### config.mk
export PLATFORM = sky130hd
export DESIGN_NAME = tentmap_key_scheduler
export DESIGN_NICKNAME = d
export VERILOG_FILES = /design/src/rtl/tentmap_key_scheduler.sv
export SDC_FILE = /design/constraint.sdc
export NUM_CORES = 1
export LEC_CHECK = 0
export BUFFER_PORTS_ARGS = -buffer_cell sky130_fd_sc_hd__buf_4
export CORE_MARGIN = 3
export CORE_UTILIZATION = 50
export DETAILED_ROUTE_END_ITERATION = 12
export HOLD_SLACK_MARGIN = 0.05
export PLACE_DENSITY = 0.78
export SLEW_MARGIN = 10
export SYNTH_ARGS = -nofsm -noshare
export SYNTH_HDL_FRONTEND = slang
export SYNTH_SLANG_ARGS = --single-unit
export TNS_END_PERCENT = 100
### constraint.sdc
create_clock -name Clk -period 3.1 [get_ports Clk]
set_clock_uncertainty 0.05 [all_clocks]
set_input_delay 0.31 -clock Clk [delete_from_list [all_inputs] [get_ports Clk]]
set_output_delay 0.31 -clock Clk [all_outputs]
set_load 0.02 [all_outputs]
### src/rtl/tentmap_key_scheduler.sv
// Drives the external tentMap engine from a seed, discards warm-up iterates and
// presents each following iterate through a one-entry valid/ready key register.
module tentmap_key_scheduler #(
  parameter int KEY_W = 80,
  parameter int CNT_W = 16
) (
  input  logic             Clk,
  input  logic             Reset_n,
  input  logic             Start,
  input  logic [KEY_W-1:0] Seed,
  input  logic [CNT_W-1:0] Warmup,
  input  logic [CNT_W-1:0] Num_keys,
  output logic             Busy,
  output logic             Done,
  output logic             Error,
  output logic [KEY_W-1:0] Key_out,
  output logic             Key_valid,
  input  logic             Key_ready,
  output logic             tm_run,
  output logic [KEY_W-1:0] tm_in,
  input  logic [KEY_W-1:0] tm_out,
  input  logic             tm_done
);

  typedef enum logic [2:0] {
    IDLE, LAUNCH, RELEASE, STORE, DRAIN, FINISH
  } state_e;

  state_e           state_q, state_d;
  logic [KEY_W-1:0] x_q, x_d;
  logic [KEY_W-1:0] key_q, key_d;
  logic             key_vld_q, key_vld_d;
  logic [CNT_W-1:0] warm_cnt_q, warm_cnt_d;
  logic [CNT_W-1:0] iter_cnt_q, iter_cnt_d;
  logic [CNT_W-1:0] out_cnt_q, out_cnt_d;
  logic             error_q, error_d;
  logic             done_q;
  logic             handshake;

  assign handshake = key_vld_q && Key_ready;

  always_comb begin
    state_d    = state_q;
    x_d        = x_q;
    key_d      = key_q;
    key_vld_d  = key_vld_q;
    warm_cnt_d = warm_cnt_q;
    iter_cnt_d = iter_cnt_q;
    out_cnt_d  = out_cnt_q;
    error_d    = error_q;
    tm_run     = 1'b0;

    // Consumer handoff can happen in any state; a STORE load below overrides the clear.
    if (handshake) begin
      key_vld_d = 1'b0;
      if (out_cnt_q != '0) out_cnt_d = out_cnt_q - CNT_W'(1);
    end

    unique case (state_q)
      IDLE: begin
        if (Start) begin
          x_d        = Seed;
          warm_cnt_d = Warmup;
          iter_cnt_d = Num_keys;
          out_cnt_d  = Num_keys;
          error_d    = 1'b0;
          state_d    = (Num_keys == '0) ? FINISH : LAUNCH;
        end
      end
      LAUNCH: begin
        tm_run = 1'b1;
        if (tm_done) begin
          x_d     = tm_out;
          state_d = RELEASE;
        end
      end
      RELEASE: begin
        // Engine must drop done (back in LOAD) before it may see Run again.
        if (!tm_done) begin
          if (x_q == '0) begin
            error_d   = 1'b1;
            key_vld_d = 1'b0;
            state_d   = FINISH;
          end else if (warm_cnt_q != '0) begin
            warm_cnt_d = warm_cnt_q - CNT_W'(1);
            state_d    = LAUNCH;
          end else begin
            state_d = STORE;
          end
        end
      end
      STORE: begin
        if (!key_vld_q || Key_ready) begin
          key_d     = x_q;
          key_vld_d = 1'b1;
          if (iter_cnt_q != '0) iter_cnt_d = iter_cnt_q - CNT_W'(1);
          state_d = (iter_cnt_q > CNT_W'(1)) ? LAUNCH : DRAIN;
        end
      end
      DRAIN: begin
        if (out_cnt_q == '0) state_d = FINISH;
      end
      FINISH: begin
        state_d = IDLE;
      end
      default: begin
        state_d = IDLE;
      end
    endcase
  end

  always_ff @(posedge Clk or negedge Reset_n) begin
    if (!Reset_n) begin
      state_q    <= IDLE;
      x_q        <= '0;
      key_q      <= '0;
      key_vld_q  <= 1'b0;
      warm_cnt_q <= '0;
      iter_cnt_q <= '0;
      out_cnt_q  <= '0;
      error_q    <= 1'b0;
      done_q     <= 1'b0;
    end else begin
      state_q    <= state_d;
      x_q        <= x_d;
      key_q      <= key_d;
      key_vld_q  <= key_vld_d;
      warm_cnt_q <= warm_cnt_d;
      iter_cnt_q <= iter_cnt_d;
      out_cnt_q  <= out_cnt_d;
      error_q    <= error_d;
      done_q     <= (state_q == FINISH);
    end
  end

  assign Busy      = (state_q != IDLE);
  assign Done      = done_q;
  assign Error     = error_q;
  assign Key_out   = key_q;
  assign Key_valid = key_vld_q;
  assign tm_in     = x_q;

endmodule

==> impl_results.md, run 1 <==
- Outcome: complete, no violations
- Rows: 51
- Mean Syn Cell Area: 10.7 um2
- CTS Sinks: 214
- Routed Antenna Nets: 0
- Fin crit period: 2.82 ns
- Max incr delay on CP: 0.60 ns
- Pin count of the biggest net entering global routing: 161
- Sequential fraction of the synthesis area: 52.3%
- H-Tree Depth: 1
- Syn Inst Count: 955
- Synth Warn #: 0
- Fmax: 355 MHz
- Rel. slew slack: 44.2%
- Area delta synth->final: 46.4%
- Detailed-route via count: 9514
- Crit path cell chain: nor3b_2 -> buf_12 -> buf_12 -> mux2i_1 -> dlygate4sd3_1 -> o21ai_0
- Worst Path Required: 3.39 ns
- Routability-driven placement congestion ratio: 0.906
- Grt met3 use: 8.84%
- Gr ovfl total: 0
- Share of layout cells above drive strength 1: 37.1%
- Drt pass-1 iters: 5
- Crit Path Category: reg2reg
- M1 GR Usage: 37.9%
- Most common cell on crit path: buf_12
- I/O Buffers: 361
- Post-cts resize count: 0
- Initial antenna violation count: 2
- Placed Instances: 1543
- R2R depth: 6
- Ys async rst share: 100%
- Wirelength per Cell: 21.1 um
- Iter 0 DRT Violations: 611
- VDD IR max: 671 uV
- Vias in the first global route: 9799
- DRC viols: 0
- Flops & latches, synth: 214
- Pins over their slew limit: 0
- Post-Syn Nets: 1158
- CTS Buf Count: 23
- Fin Setup TNS: 0 ns
- Min-delay worst type: in2reg
- Clk root buf: clkbuf_16
- R2R Path Start: state_q[0]
- Clk slew on worst S/H paths: 0.06 ns
- Critical Path Fanout Max: 46
- Worst Hold Path Cells: 3
- Hold Path Sink: tm_in[77]
- Reg2reg setup slack: 0.28 ns
- First-pass GRT wire length: 54300 um
- Area of the core: 19800 um2
- Worst-skew pair later-pin latency: 0.51 ns
- CTS tree: done
- Die area: 22200 um2
- Yosys cell types: 73
- Period utilization: 91.0%
- Least-Margin Pin Slew: 0.837 ns
- Fill count: 1311
- Max Root-Sink Buffers: 3
- Via density: 5.66
- CP max-delay cell: dfrtp_1
- Initial Util: 51.7%
- Chip Width: 149 um
- EDFF count, synth: 0
- Met2 GRT Util: 52.4%
- Final nets: 1599
- Die height: 149 um
- Unrepaired setup endpoints after global routing: false
- Synth Flop Type: dfrtp_1
- Overall routing resource usage: 31.2%
- DRT Wirelength: 35500 um
- Hold_sp: Seed[77]
- Crit. End Element: flop
- Crit start category: flop
- PwrDens: 1100 nW/um2
- CP Data Arrival Time: 3.11 ns
- Final HPWL DP: 24600 um
- Critical R2R Capture: tm_in[51]
- Post-Syn Area: 10200 um2
- Setup-failing EPs final: 0
- Total of max-cap violations: 0
- Final hold violation count: 0
- Leak pwr: 7.06 nW
- Post-CTS setup buffer count: 0
- GRT Max-Usage Layer: met2
- IO Pins: 362
- Non-filler cells, final: 1680
[worst max-delay path: cells and delay by family (launching register included)]
kind                   cells  cell delay (ns)
AO/OA/AOI/OAI              1             0.11
flip-flops                 1             0.60
buffers and inverters      3             1.20
AND/OR/NAND/NOR            1             0.46
multiplexers               1             0.19
[cells by family after synthesis]
family	count (synthesis)	synth area share, %
multiplexers	163	16.9
AO/OA/AOI/OAI	203	11.8
flip-flops	214	52.3
XOR/XNOR	14	1.20
buffers and inverters	71	2.79
adder cells (fa/ha/maj)	6	0.734
AND/OR/NAND/NOR	284	14.2
[what timing repair did]
action,4_1_cts,5_1_grt
endpoints found under the hold margin,168,0
hold buffers,93,0
setup endpoints to repair,0,0
[sequential cells by signal, indices dropped and copies added, names as in the netlist]
name / flops
Key_out: 80
tm_in: 80
iter_cnt_q: 16
out_cnt_q: 16
warm_cnt_q: 16
state_q: 3
Done: 1
Error: 1
Key_valid: 1
[worst max path at each step]
| stage | to | slack (ns) | from | cells past startpoint |
|---|---|---|---|---|
| final | tm_in[51] | 0.28 | state_q[0] | 6 |
| after floorplan | warm_cnt_q[1] | 0.90 | warm_cnt_q[7] | 7 |
| after detailed placement | state_q[1] | 0.40 | tm_in[65] | 7 |
| after global placement | state_q[1] | 0.46 | tm_in[65] | 7 |
| after CTS | tm_in[7] | 0.38 | state_q[0] | 6 |
| after global routing | warm_cnt_q[11] | 0.19 | tm_in[65] | 7 |
[layout by cell type (no fill, tap or decap), types with 8 or more instances in the layout]
master	Yosys	routed
nor4_1	32	32
clkbuf_16	0	23
o211ai_1	8	8
nor2_1	35	35
a21oi_1	32	31
o21ai_0	111	111
nand2_1	128	128
inv_1	11	11
nand3_1	9	9
xor2_1	10	10
dlygate4sd3_1	0	93
clkinv_2	0	9
mux2_2	80	80
buf_4	1	376
dfrtp_1	214	214
mux2i_1	83	83
nand4_1	10	10
nor3_1	13	13
and3_1	8	8
[Yosys cell counts (all sizes together), types with 4 or more instances]
cell type  number  area, um2
dfrtp         214       5360
nand2         128        480
o21ai         115        576
mux2i          83        831
mux2           80        901
clkbuf         42        159
nor2           35        131
nor4           35        255
a21oi          33        169
buf            17       81.3
nor3           16        101
inv            12       45.0
nand4          10       62.6
xor2           10       87.6
nand3           9       45.0
o211ai          9       72.6
and3            8       50.1
o311ai          8       70.1
or3             7       43.8
a22oi           6       45.0
and2            6       37.5
ha              6       75.1
nand2b          6       37.5
or4             6       56.3
o22ai           5       31.3
xnor2           4       35.0
[power by group]
group,internal [mW],total [mW],switching [mW]
sequential,4.17,5.55,1.38
combinational,3.67,8.14,4.47
clock,1.63,2.76,1.13
total,9.46,16.5,6.99
[per-layer routing]
metal / wire length (um) / part of all wire [%]
met1: 13100 / 37
met2: 17400 / 49
met5: 0 / 0
met4: 1830 / 5.1
met3: 3140 / 8.8
[per-stage QoR]
stage / total power, mW / utilization, % / instance area (um2) / hold slack (ns) / setup WS [ns]
after floorplan: 9.96 / - / 10200 / -0.0356 / 0.895
after global placement: 13.1 / 67.2 / 13300 / 0.391 / 0.458
after detailed placement: 13.3 / 67.2 / 13300 / 0.392 / 0.398
after CTS: 16.4 / 75.7 / 15000 / 0.0503 / 0.378
after global routing: 17.3 / 75.7 / 15000 / 0.0565 / 0.191
final: 16.5 / 75.7 / 15000 / 0.0520 / 0.280
[cell type report]
| class | instances | area [um2] | share of cell area [%] |
|---|---|---|---|
| Sequential cell | 214 | 5360 | 35.8 |
| Multi-Input combinational cell | 670 | 4610 | 30.8 |
| Timing Repair Buffer | 475 | 3870 | 25.8 |
| Clock buffer | 30 | 642 | 4.29 |
| Tap cell | 265 | 332 | 2.21 |
| Clock inverter | 12 | 114 | 0.760 |
| Inverter | 12 | 45.0 | 0.301 |
| Antenna cell | 2 | 5.00 | 0.0334 |
(Power assumes the default switching activity.)
==> run 2: changes to the inputs <==
--- a/config.mk
+++ b/config.mk
@@ -6,7 +6,8 @@
 export NUM_CORES = 1
 export LEC_CHECK = 0
 export BUFFER_PORTS_ARGS = -buffer_cell sky130_fd_sc_hd__buf_4
-export CORE_MARGIN = 3
+export CAP_MARGIN = 25
+export CORE_MARGIN = 4
 export CORE_UTILIZATION = 50
 export DETAILED_ROUTE_END_ITERATION = 12
 export HOLD_SLACK_MARGIN = 0.05
==> run 2 against run 1 <==
  * Register-to-register slack better by 0.14 ns
  * Clock power is 13% higher
  * Fmax is 5.3% higher
  * Sequential cell count stayed put
  * Largest power group unchanged
==> impl_results.md, run 2 (synthesis results as in run 1) <==
- Outcome: complete, no violations (unchanged)
- Fmax: 373 MHz (was 355 MHz)
- Chip Width: 151 um (was 149 um)
- Post-cts resize count: 0 (unchanged)
- VDD IR max: 770 uV (was 671 uV)
- # hold bufs at CTS: 115 (was 93)
- Final HPWL DP: 24300 um (was 24600 um)
- Die area: 22800 um2 (was 22200 um2)
- Detailed-route via count: 9784 (was 9514)
- Total of max-cap violations: 0 (unchanged)
- Crit Path Category: reg2reg (unchanged)
- DRT Wirelength: 37300 um (was 35500 um)
- Crit start category: flop (unchanged)
- Post-CTS setup buffer count: 0 (unchanged)
- Crit. End Element: flop (unchanged)
- Fill count: 1303 (was 1311)
- Multi-input logic area: 4610 um2 (unchanged)
- Routability-driven placement congestion ratio: 0.910 (was 0.906)
- Initial Util: 50.7% (was 51.7%)
- Max Root-Sink Buffers: 3 (unchanged)
- CTS Sinks: 214 (unchanged)
- Period utilization: 86.4% (was 91.0%)
- Routed Antenna Nets: 0 (unchanged)
- Gr ovfl total: 0 (unchanged)
- Final hold violation count: 0 (unchanged)
- Max incr delay on CP: 0.53 ns (was 0.60 ns)
- Post-DP Area: 13300 um2 (about the same)
- CP max-delay cell: nor4_1 (was dfrtp_1)
- First-pass GRT wire length: 56400 um (was 54300 um)
- Crit path cell chain: nor4_1 -> nand4_1 -> nor4_1 -> buf_4 -> nand2_1 -> a311oi_1 -> a211oi_1 (was nor3b_2 -> buf_12 -> buf_12 -> mux2i_1 -> dlygate4sd3_1 -> o21ai_0)
- Clk root buf: clkbuf_16 (unchanged)
- Iter 0 DRT Violations: 662 (was 611)
- Non-filler cells, final: 1710 (was 1680)
- Rel. slew slack: 51.4% (was 44.2%)
- Reg area: 5360 um2 (unchanged)
- Commonest non-fill, non-tap cell in the layout: buf_4 (unchanged)
- Via density: 5.72 (was 5.66)
- IO Pins: 362 (unchanged)
- Area delta synth->final: 49.7% (was 46.4%)
- Overall routing resource usage: 31.8% (was 31.2%)
- Critical Path Fanout Max: 11 (was 46)
- Share of layout cells above drive strength 1: 36.7% (was 37.1%)
- Worst-skew pair later-pin latency: 0.53 ns (was 0.51 ns)
- Pins over their slew limit: 0 (unchanged)
- Fin Setup TNS: 0 ns (unchanged)
- H-Tree Depth: 1 (unchanged)
- CP Data Arrival Time: 3.01 ns (was 3.11 ns)
- Die height: 151 um (was 149 um)
- Initial antenna violation count: 5 (was 2)
- Placed Instances: 1545 (was 1543)
- Rows: 52 (was 51)
- DRC viols: 0 (unchanged)
- Min-delay worst type: in2reg (unchanged)
- Reg2reg setup slack: 0.42 ns (was 0.28 ns)
- Most common cell on crit path: nor4_1 (was buf_12)
- CTS Buf Count: 24 (was 23)
- Worst Path Required: 3.43 ns (was 3.39 ns)
- Family with the most delay on the worst path: simple AND/OR/NAND/NOR gates (was buffers and inverters)
- Wirelength per Cell: 21.8 um (was 21.1 um)
- Area of the core: 20200 um2 (was 19800 um2)
- Fin crit period: 2.68 ns (was 2.82 ns)
- Crit path buf inv count: 1 (was 3)
- Pin count of the biggest net entering global routing: 157 (was 161)
- Final nets: 1619 (was 1599)
- Most frequent cells in the layout: buf_4, dfrtp_1, nand2_1 (unchanged)
- Final core occ: 75.9% (was 75.7%)
- CTS tree: done (unchanged)
- Unrepaired setup endpoints after global routing: false (unchanged)
- Setup-failing EPs final: 0 (unchanged)
- Clk slew on worst S/H paths: 0.07 ns (was 0.06 ns)
- Leak pwr: 7.17 nW (was 7.06 nW)
- Least-Margin Pin Slew: 0.722 ns (was 0.837 ns)
- PwrDens: 1110 nW/um2 (was 1100 nW/um2)
- Vias in the first global route: 10100 (was 9799)
- Drt pass-1 iters: 5 (unchanged)
- I/O Buffers: 361 (unchanged)
- Final instance area: 15300 um2 (was 15000 um2)
- Final Power: 17.0 mW (was 16.5 mW)
## run 2: cell types whose count changed in the layout (fill, tap and decap cells not counted)
| cell | previous run | this run |
|---|---|---|
| dlygate4sd3_1 | 93 | 115 |
| clkinvlp_4 | 0 | 5 |
| diode_2 | 2 | 6 |
| clkbuf_1 | 3 | 0 |
| clkinv_8 | 0 | 1 |
| clkbuf_8 | 4 | 6 |
| clkinv_2 | 9 | 3 |
| inv_6 | 1 | 0 |
| clkbuf_16 | 23 | 24 |
| clkinv_4 | 0 | 1 |
| bufinv_16 | 2 | 4 |
| buf_4 | 376 | 373 |
## run 2: power by group
group	leakage, nW	internal, mW	total [mW]	switching, mW
registers	2.64	4.17	5.56	1.39
clock network	0.419	1.90	3.12	1.21
logic	4.11	3.74	8.35	4.60
## run 2: area by class of cell
class / instances / share of cell area, %
Inverter: 12 / 0.294
Timing Repair Buffer: 494 / 26.6
Antenna cell: 6 / 0.0980
Tap cell: 270 / 2.21
Clock buffer: 30 / 4.46
Sequential cell: 214 / 35.0
Multi-Input combinational cell: 670 / 30.1
Clock inverter: 14 / 1.29
## run 2: worst paths after layout
kind,cells after the start,startpoint,endpoint
setup / recovery,7,tm_in[77],state_q[1]
hold / removal,3,Seed[66],tm_in[66]
setup reg to reg,7,tm_in[77],state_q[1]
hold reg to reg,1,iter_cnt_q[14],iter_cnt_q[14]
max in group asynchronous,3,Reset_n,Key_out[31]
min in group asynchronous,2,Reset_n,out_cnt_q[10]
## run 2: metal layers
| layer | share of wire (%) | track usage [%] |
|---|---|---|
| met1 | 36 | 37.8 |
| met2 | 50 | 53.0 |
| met3 | 8.6 | 8.95 |
| met4 | 5.3 | 16.2 |
| met5 | 0 | 0 |
## run 2: through the flow
step / setup WS (ns) / hold slack, ns
floorplan: 0.895 / -0.0356
global placement: 0.389 / 0.181
detailed placement: 0.368 / 0.186
CTS: 0.352 / 0.0502
global route: 0.153 / 0.0584
finish: 0.421 / 0.0489
## run 2: worst reg2reg max path, delay by kind of cell (launching register included)
kind                   cells  cell delay (ns)
DFF                        1             0.44
AOI/OAI and AO/OA          2             0.43
and+or+nand+nor            4             1.42
buffers and inverters      1             0.21
==> run 3: changes to the inputs <==
--- a/config.mk
+++ b/config.mk
@@ -7,7 +7,7 @@
 export LEC_CHECK = 0
 export BUFFER_PORTS_ARGS = -buffer_cell sky130_fd_sc_hd__buf_4
 export CAP_MARGIN = 25
-export CORE_MARGIN = 4
+export CORE_MARGIN = 2
 export CORE_UTILIZATION = 50
 export DETAILED_ROUTE_END_ITERATION = 12
 export HOLD_SLACK_MARGIN = 0.05
==> run 3 against run 2 <==
  * Cell area is essentially flat
  * Final cell count grew 0.35%
  * Core utilization is essentially flat
  * Global-route usage grew 0.44 points
  * Critical path type unchanged
  * Highest routed layer unchanged
==> impl_results.md, run 3 (synthesis results as in run 1) <==
- IO Pins: 362 (unchanged)
- Fin Setup TNS: 0 ns (unchanged)
- Wirelength per Cell: 20.9 um (was 21.8 um)
- Crit start category: flop (unchanged)
- Initial antenna violation count: 5 (unchanged)
- Gr ovfl total: 0 (unchanged)
- Post-CTS setup buffer count: 0 (unchanged)
- Clk slew on worst S/H paths: 0.06 ns (was 0.07 ns)
- Worst Path Required: 3.41 ns (was 3.43 ns)
- Pins over their slew limit: 0 (unchanged)
- Die height: 147 um (was 151 um)
- Fmax: 350 MHz (was 373 MHz)
- Share of power burned in registers: 33.0% (was 32.7%)
- Rel. slew slack: 41.6% (was 51.4%)
- Die area: 21600 um2 (was 22800 um2)
- Critical Path Fanout Max: 35 (was 11)
- Overall routing resource usage: 32.3% (was 31.8%)
- PwrDens: 1100 nW/um2 (was 1110 nW/um2)
- Detailed-route via count: 9715 (was 9784)
- Routed Antenna Nets: 0 (unchanged)
- Most frequent cells in the layout: buf_4, dfrtp_1, nand2_1 (unchanged)
- Area delta synth->final: 49.7% (about the same)
- Vias in the first global route: 10000 (was 10100)
- Leak pwr: 7.19 nW (was 7.17 nW)
- Power share of the combinational group: 49.2% (was 49.0%)
- Pin count of the biggest net entering global routing: 93 (was 157)
- DRT Wirelength: 35800 um (was 37300 um)
- Drt pass-1 iters: 5 (unchanged)
- Final instance area: 15300 um2 (about the same)
- Max Root-Sink Buffers: 3 (unchanged)
- Share of layout cells above drive strength 1: 36.5% (was 36.7%)
- Fin crit period: 2.86 ns (was 2.68 ns)
- Rows: 52 (unchanged)
- Unrepaired setup endpoints after global routing: false (unchanged)
- Setup-failing EPs final: 0 (unchanged)
- Post-cts resize count: 0 (unchanged)
- First-pass GRT wire length: 54900 um (was 56400 um)
- Pint: 9.72 mW (was 9.82 mW)
- Chip Width: 147 um (was 151 um)
- Routability-driven placement congestion ratio: 0.871 (was 0.910)
- Min-delay worst type: in2reg (unchanged)
- CTS Sinks: 214 (unchanged)
- Total of max-cap violations: 0 (unchanged)
- Pre-CTS WS: 0.354 ns (was 0.368 ns)
- Max incr delay on CP: 0.75 ns (was 0.53 ns)
- Crit path buf inv count: 2 (was 1)
- Final hold violation count: 0 (unchanged)
- Crit path cell chain: nor3b_2 -> buf_12 -> mux2i_1 -> dlygate4sd3_1 -> o21ai_0 (was nor4_1 -> nand4_1 -> nor4_1 -> buf_4 -> nand2_1 -> a311oi_1 -> a211oi_1)
- CTS Buf Count: 24 (unchanged)
- CP max-delay cell: nor3b_2 (was nor4_1)
- H-Tree Depth: 1 (unchanged)
- Commonest non-fill, non-tap cell in the layout: buf_4 (unchanged)
- Initial Util: 50.7% (unchanged)
- Clk pwr share: 17.8% (was 18.3%)
- Area of the core: 20200 um2 (unchanged)
- VDD IR max: 779 uV (was 770 uV)
- Final WS setup: 0.242 ns (was 0.421 ns)
- Crit Path Category: reg2reg (unchanged)
- CP Data Arrival Time: 3.17 ns (was 3.01 ns)
- Sw Pwr: 7.10 mW (was 7.21 mW)
- DRC viols: 0 (unchanged)
- Final Power: 16.8 mW (was 17.0 mW)
- I/O Buffers: 361 (unchanged)
- Iter 0 DRT Violations: 609 (was 662)
- Clk root buf: clkbuf_16 (unchanged)
- CTS tree: done (unchanged)
- Via density: 5.66 (was 5.72)
- Outcome: complete, no violations (unchanged)
- Family with the most delay on the worst path: buffers and inverters (was simple AND/OR/NAND/NOR gates)
- Period utilization: 92.2% (was 86.4%)
- Crit. End Element: flop (unchanged)
- Post-DP Area: 13300 um2 (about the same)
- Final HPWL DP: 23600 um (was 24300 um)
- Sw frac: 42.2% (was 42.3%)
- Least-Margin Pin Slew: 0.876 ns (was 0.722 ns)
- Final nets: 1626 (was 1619)
- Worst-skew pair later-pin latency: 0.52 ns (was 0.53 ns)
==> run 3: cell types whose count changed in the layout (fill, tap and decap cells not counted) <==
| cell | delta |
|---|---|
| buf_12 | -1 |
| buf_4 | +3 |
| clkinv_2 | +4 |
| dlygate4sd3_1 | +5 |
| bufinv_16 | -1 |
| clkbuf_1 | +2 |
| clkinvlp_4 | -5 |
| clkinv_4 | -1 |
==> run 3: cell type report <==
| type | count | area [um2] |
|---|---|---|
| Sequential cell | 214 | 5360 |
| Fill cell | 1300 | 4850 |
| Multi-Input combinational cell | 670 | 4610 |
| Timing Repair Buffer | 501 | 4120 |
| Clock buffer | 32 | 691 |
| Tap cell | 270 | 338 |
| Clock inverter | 11 | 141 |
| Inverter | 12 | 45.0 |
| Antenna cell | 6 | 15.0 |
==> run 3: path summary, 6_finish.rpt <==
path / from / endpoint / slack, ns / cells past startpoint
setup / recovery: state_q[0] / tm_in[74] / 0.24 / 5
hold / removal: Seed[10] / tm_in[10] / 0.06 / 3
setup reg to reg: state_q[0] / tm_in[74] / 0.24 / 5
hold reg to reg: Error / Error / 0.45 / 2
max in group asynchronous: Reset_n / tm_in[53] / 1.73 / 3
min in group asynchronous: Reset_n / out_cnt_q[8] / 0.32 / 2
==> run 3: routing by layer <==
layer | global-route usage (%) | wire length [um]
met3 | 7.14 | 2550
met5 | 0 | 0
met4 | 12.7 | 1590
met1 | 39.5 | 13700
met2 | 55.8 | 18000
==> run 3: timing repair <==
item	CTS	global route
hold buffers	120	0
endpoints found under the hold margin	155	0
endpoints found under the setup margin	0	0
==> run 3: stage by stage <==
step / util [%] / hold WS [ns] / cells
CTS: 75.9 / 0.0509 / 1710
floorplan: - / -0.0356 / 955
global route: 75.9 / 0.0549 / 1715
finish: 75.9 / 0.0610 / 1716
detailed placement: 65.8 / 0.302 / 1547
global placement: 65.8 / 0.305 / 1547
==> run 3: power by group through the flow <==
stage | Combinational, mW | Sequential, mW | Clock, mW
floorplan | 3.61 | 6.35 | 0
global placement | 7.57 | 5.45 | 0
detailed placement | 7.75 | 5.50 | 0
CTS | 8.14 | 5.48 | 3.01
global route | 8.84 | 5.71 | 3.13
finish | 8.28 | 5.55 | 2.99
==> run 3: tightest hold or removal path, cell delays in order <==
cell	delay (ns)
buf_4	0.08
mux2i_1	0.06
o21ai_0	0.14
